$ cat config.mk
export PLATFORM = sky130hd
export DESIGN_NAME = pager_preset_seq
export DESIGN_NICKNAME = d
export VERILOG_FILES = /design/src/rtl/pager_preset_seq.sv
export SDC_FILE = /design/constraint.sdc
export NUM_CORES = 1
export LEC_CHECK = 0
export BUFFER_PORTS_ARGS = -buffer_cell sky130_fd_sc_hd__buf_2
export CORE_MARGIN = 4
export CORE_UTILIZATION = 45
export CTS_CLUSTER_DIAMETER = 80
export DETAILED_ROUTE_END_ITERATION = 7
export PLACE_DENSITY = 0.68
export SYNTH_ARGS = -nofsm -noshare
export SYNTH_HDL_FRONTEND = slang
export SYNTH_SLANG_ARGS = --single-unit
$ cat constraint.sdc
create_clock -name fclk -period 2.7 [get_ports fclk]
set_input_delay 0.135 -clock fclk [delete_from_list [all_inputs] [get_ports fclk]]
set_output_delay 0.135 -clock fclk [all_outputs]
set_load 0.1 [all_outputs]
$ cat src/rtl/pager_preset_seq.sv
// Pager preset sequencer: replays up to eight preloaded xxF7 pager writes on request and
// merges them with live Z80 xxF7 writes onto one registered write port. The Z80 always wins.
module pager_preset_seq #(
  parameter int unsigned GAP = 2
) (
  input  logic        fclk,
  input  logic        rst,
  input  logic        z_f7_wr,
  input  logic [15:0] z_a,
  input  logic [7:0]  z_d,
  input  logic        ld_stb,
  input  logic [2:0]  ld_idx,
  input  logic [12:0] ld_ent,
  input  logic        start,
  output logic        f7_wr,
  output logic [15:0] f7_a,
  output logic [7:0]  f7_d,
  output logic        busy,
  output logic        done
);

  typedef enum logic [2:0] {
    ST_IDLE,
    ST_SCAN,
    ST_ISSUE,
    ST_GAP,
    ST_FIN
  } state_t;

  localparam logic [3:0] GAP_LD = 4'(GAP);

  state_t      state;
  logic [2:0]  idx;
  logic [3:0]  gap_cnt;
  logic [7:0]  tbl_en;
  logic [11:0] tbl_fld [8];

  logic        ld_ok;
  logic        seq_issue;
  logic [11:0] cur_fld;

  assign ld_ok     = ld_stb & ~busy;
  assign cur_fld   = tbl_fld[idx];
  assign seq_issue = (state == ST_ISSUE) && !z_f7_wr;

  // Pager port address: {window, 11, port code, 11, F7}
  function automatic logic [15:0] enc_addr(input logic [11:0] fld);
    return {fld[11:10], 2'b11, fld[9:8], 2'b11, 8'hF7};
  endfunction

  // Window/port/data fields carry no reset; a cleared enable hides stale contents.
  always_ff @(posedge fclk) begin
    if (ld_ok) tbl_fld[ld_idx] <= ld_ent[11:0];
  end

  always_ff @(posedge fclk or posedge rst) begin
    if (rst) begin
      state   <= ST_IDLE;
      idx     <= 3'd0;
      gap_cnt <= 4'd0;
      tbl_en  <= 8'h00;
      f7_wr   <= 1'b0;
      f7_a    <= 16'h0000;
      f7_d    <= 8'h00;
      busy    <= 1'b0;
      done    <= 1'b0;
    end else begin
      if (ld_ok) tbl_en[ld_idx] <= ld_ent[12];

      // Output stage: the sequencer only issues in cycles with no Z80 write, so no collision.
      f7_wr <= z_f7_wr | seq_issue;
      if (z_f7_wr) begin
        f7_a <= z_a;
        f7_d <= z_d;
      end else if (seq_issue) begin
        f7_a <= enc_addr(cur_fld);
        f7_d <= cur_fld[7:0];
      end

      done <= 1'b0;
      case (state)
        ST_IDLE: begin
          if (start) begin
            idx   <= 3'd0;
            busy  <= 1'b1;
            state <= ST_SCAN;
          end
        end
        ST_SCAN: begin
          if (tbl_en[idx])        state <= ST_ISSUE;
          else if (idx == 3'd7)   state <= ST_FIN;
          else                    idx   <= idx + 3'd1;
        end
        ST_ISSUE: begin
          if (!z_f7_wr) begin
            gap_cnt <= GAP_LD;
            state   <= ST_GAP;
          end
        end
        ST_GAP: begin
          if (gap_cnt != 4'd0) begin
            gap_cnt <= gap_cnt - 4'd1;
          end else if (idx == 3'd7) begin
            state <= ST_FIN;
          end else begin
            idx   <= idx + 3'd1;
            state <= ST_SCAN;
          end
        end
        ST_FIN: begin
          done  <= 1'b1;
          busy  <= 1'b0;
          state <= ST_IDLE;
        end
        default: state <= ST_IDLE;
      endcase
    end
  end

endmodule

==> metrics.md <==
| Metric | Value |
|---|---|
| Clk root buf | `clkbuf_16` |
| Syn Nets | `367` |
| Total grt overflow | `0` |
| Die H | `120 um` |
| Mean Syn Cell Area | `17.7 sq um` |
| Fillcell total | `906` |
| Die area | `0.0143 sq mm` |
| Cell row count | `40` |
| Fmax | `484 MHz` |
| Slowest cell on the critical path | `dfrtp_1` |
| Worst path cell trace | `ha_1 > ha_1 > nand2b_1 > a221o_1 > a221o_1` |
| Final Skew | `12.9 ps` |
| Crit path time final | `2070 ps` |
| Number of global-route vias before repair | `3381` |
| Setup violators final | `0` |
| Fraction of layout instances using a drive strength above 1 | `0.351` |
| First-pass GRT wire length | `18.6 mm` |
| Max Slew Vio Count | `0` |
| RSZ-0062 raised after global routing | `no` |
| Skew-Pair Late Insertion Delay | `420 ps` |
| Routed Antenna Nets | `0` |
| Final Hold Vio Count | `0` |
| Iteration count of the initial detailed-routing pass | `4` |
| WL final | `11.5 mm` |
| Leak pwr | `2.70 nW` |
| Peak supply drop | `549 uV` |
| Clock Path Buffers | `2` |
| Measured slew at the worst slew-check pin | `952 ps` |
| WL/cell | `18.8 um` |
| Arrival @ worst endpoint | `2360 ps` |
| Worst reg2reg startpoint | `idx[1]` |
| CORE AREA | `0.0121 sq mm` |
| Ant diodes | `0` |
| Starting density of the core | `0.462` |
| Post-DR vias/cell | `5.28` |
| # port buffers | `71` |
| Setup ws final | `634 ps` |
| Crit Reg-Reg Endpoint | `idx[1]` |
| Horiz. Die Dim | `120 um` |
| Nets | `482` |
| Via Count | `3236` |
| CTS buffer count | `17` |
| CTS tree | `built` |
| Reg power frac | `0.385` |
| Crit path required time | `3000 ps` |
| Reg2Reg Depth | `5` |
| Critical Path Sink Type | `flip-flop` |
| #FFs+latches synth | `141` |
| Sw Ratio | `0.305` |
| Cell Area, Synth | `0.00560 sq mm` |
| Critical Path Fanout Max | `10` |
| Int Pwr | `0.00486 W` |
| H-tree depth reported by CTS | `4` |
| Worst path top cell family by delay | `compound AO/OA/AOI/OAI gates` |
| Synth warn | `0` |
| Rel. slew slack | `0.365` |
| Total track usage | `0.174` |
| Minimum hold slack | `11.9 ps` |
| CP Buf/Inv Count | `0` |
| Crit path from | `idx[1]` |
| Detailed Place HPWL | `6.92 mm` |
| Hold endpoint | `f7_d[0]` |
| Initial antenna violation count | `0` |
| Post-CTS Setup Repair Bufs | `0` |
| Largest net degree at the start of global routing | `46` |
| Combinational power share | `0.262` |
| Clock sink total | `141` |
| Area grow syn2layout | `27.2%` |
| Remaining DRCs | `0` |
| Setup TNS | `0 ps` |
| PD cells | `981 mW/mm^2` |
| Ports | `72` |
| Pre-CTS setup slack | `654 ps` |
| Final worst-path cycle share | `0.765` |
| Worst-path clk slew | `60 ps` |
| Hold crit path type | `primary input to flip-flop` |
| Seq/Total Area, Yosys | `0.716` |
| Initial DRC Count | `255` |
| Clock share of power | `0.353` |
| RD Place Congestion | `0.744` |
| CP Launch Type | `flip-flop` |
| Reg-to-reg slack, setup | `630 ps` |
| Mapped Cells | `317` |
| Synth cell types | `34` |
| WHS Path Cells | `3` |
| Hold Crit Start | `z_d[0]` |
| Net switching power | `0.00213 W` |
| Outcome | `finished, final reports clean` |
| Critical path's largest stage delay | `560 ps` |
| Max-cap violations | `0` |
| Setup CP Type | `flip-flop to flip-flop` |
==> kinds of logic (layout without fill, tap and decap cells) <==
| logic type | Yosys count | after routing | synth area share |
|---|---|---|---|
| AO/OA/AOI/OAI | 50 | 50 | 0.0634 |
| XOR/XNOR | 2 | 2 | 0.00313 |
| adder cells (fa/ha/maj) | 5 | 5 | 0.0112 |
| buffers and inverters | 26 | 154 | 0.0203 |
| flip-flops | 141 | 141 | 0.716 |
| multiplexers | 47 | 47 | 0.144 |
| AND/OR/NAND/NOR | 46 | 46 | 0.0420 |
==> registers in the layout, summed over array words and instances (netlist names) <==
name / cells
state: 3
f7_a: 16
idx: 3
busy: 1
f7_d: 8
f7_wr: 1
gap_cnt: 4
tbl_fld: 96
tbl_en: 8
done: 1
==> layout make-up <==
class                           count  area, sq um  share of cell area
Sequential cell                   141         4010               0.563
Multi-Input combinational cell    150         1490               0.209
Timing Repair Buffer              114          751               0.105
Clock buffer                       17          425              0.0597
Clock inverter                     15          210              0.0295
Tap cell                          168          210              0.0295
Inverter                            8         30.0             0.00422
==> layout by cell type, fill, tap and decap left out, types with 3 or more instances in the layout <==
master / n
buf_2: 71
nand2_1: 12
nand2b_1: 3
edfxtp_1: 96
mux2i_1: 12
nor2_1: 15
a21oi_1: 16
mux4_2: 26
o22a_1: 11
a221o_1: 4
clkinvlp_4: 3
inv_6: 4
inv_1: 7
dlygate4sd3_1: 29
dfrtp_1: 45
bufinv_16: 4
buf_4: 14
nand3_1: 3
ha_1: 5
clkbuf_16: 17
mux2_2: 9
o22ai_1: 12
==> worst max path at each step <==
stage,end,slack [ps],depth (start not counted)
after floorplan,tbl_en[1],130,4
final,idx[1],630,5
after global placement,idx[1],710,5
after CTS,idx[1],640,5
after detailed placement,idx[1],650,5
after global routing,idx[0],540,5
==> worst min-delay path, stage by stage <==
cell and delay, ps:
buf_2 80, o22ai_1 70, a21oi_1 100
==> cells in the mapped netlist (all sizes together) <==
| library cell | instances | area [sq um] |
|---|---|---|
| nand2 | 12 | 45.0 |
| mux4 | 26 | 586 |
| a311oi | 1 | 8.76 |
| a21oi | 16 | 80.1 |
| inv | 8 | 30.0 |
| o21ai | 2 | 10.0 |
| mux2 | 9 | 101 |
| xor2 | 2 | 17.5 |
| ha | 5 | 62.6 |
| o32ai | 1 | 8.76 |
| nand3 | 3 | 15.0 |
| nor4b | 2 | 23.8 |
| a21o | 2 | 15.0 |
| and3b | 1 | 8.76 |
| nor3b | 2 | 15.0 |
| nand2b | 3 | 18.8 |
| nand3b | 1 | 7.51 |
| o22a | 11 | 96.3 |
| dfrtp | 45 | 1130 |
| nor2b | 2 | 12.5 |
| nor3 | 3 | 15.0 |
| clkbuf | 13 | 50.0 |
| mux2i | 12 | 120 |
| a22oi | 1 | 21.3 |
| o22ai | 12 | 75.1 |
| edfxtp | 96 | 2880 |
| buf | 5 | 33.8 |
| a221o | 4 | 40.0 |
| or3b | 2 | 17.5 |
| nor2 | 15 | 56.3 |
==> metal layers <==
metal	global-route usage	vias to the layer above	routed length, um
met5	0	-	0
met4	0.0587	0	143
met3	0.0598	14	919
met2	0.274	130	5730
met1	0.229	1618	4720
li1	-	1474	-
==> stage by stage <==
stage                     cell area, sq um  std cells  power [W]   util
after floorplan                       5600        317    0.00418      -
final                                 7120        613    0.00699  0.588
after global routing                  7120        613    0.00733  0.588
after CTS                             7120        613    0.00705  0.588
after global placement                6200        552    0.00450  0.512
after detailed placement              6200        552    0.00454  0.512
==> timing repair <==
action	CTS	global route
gates resized for setup	0	0
hold endpoints to repair	157	0
hold buffers	29	0
==> power by group through the flow <==
stage          Clock [W]  Sequential, W  Combinational (W)
6_report         0.00247        0.00269            0.00183
5_1_grt          0.00261        0.00272            0.00199
4_1_cts          0.00250        0.00269            0.00186
3_5_place_dp           0        0.00273            0.00181
3_3_place_gp           0        0.00272            0.00177
2_1_floorplan          0        0.00299            0.00118
(Power assumes the default switching activity.)
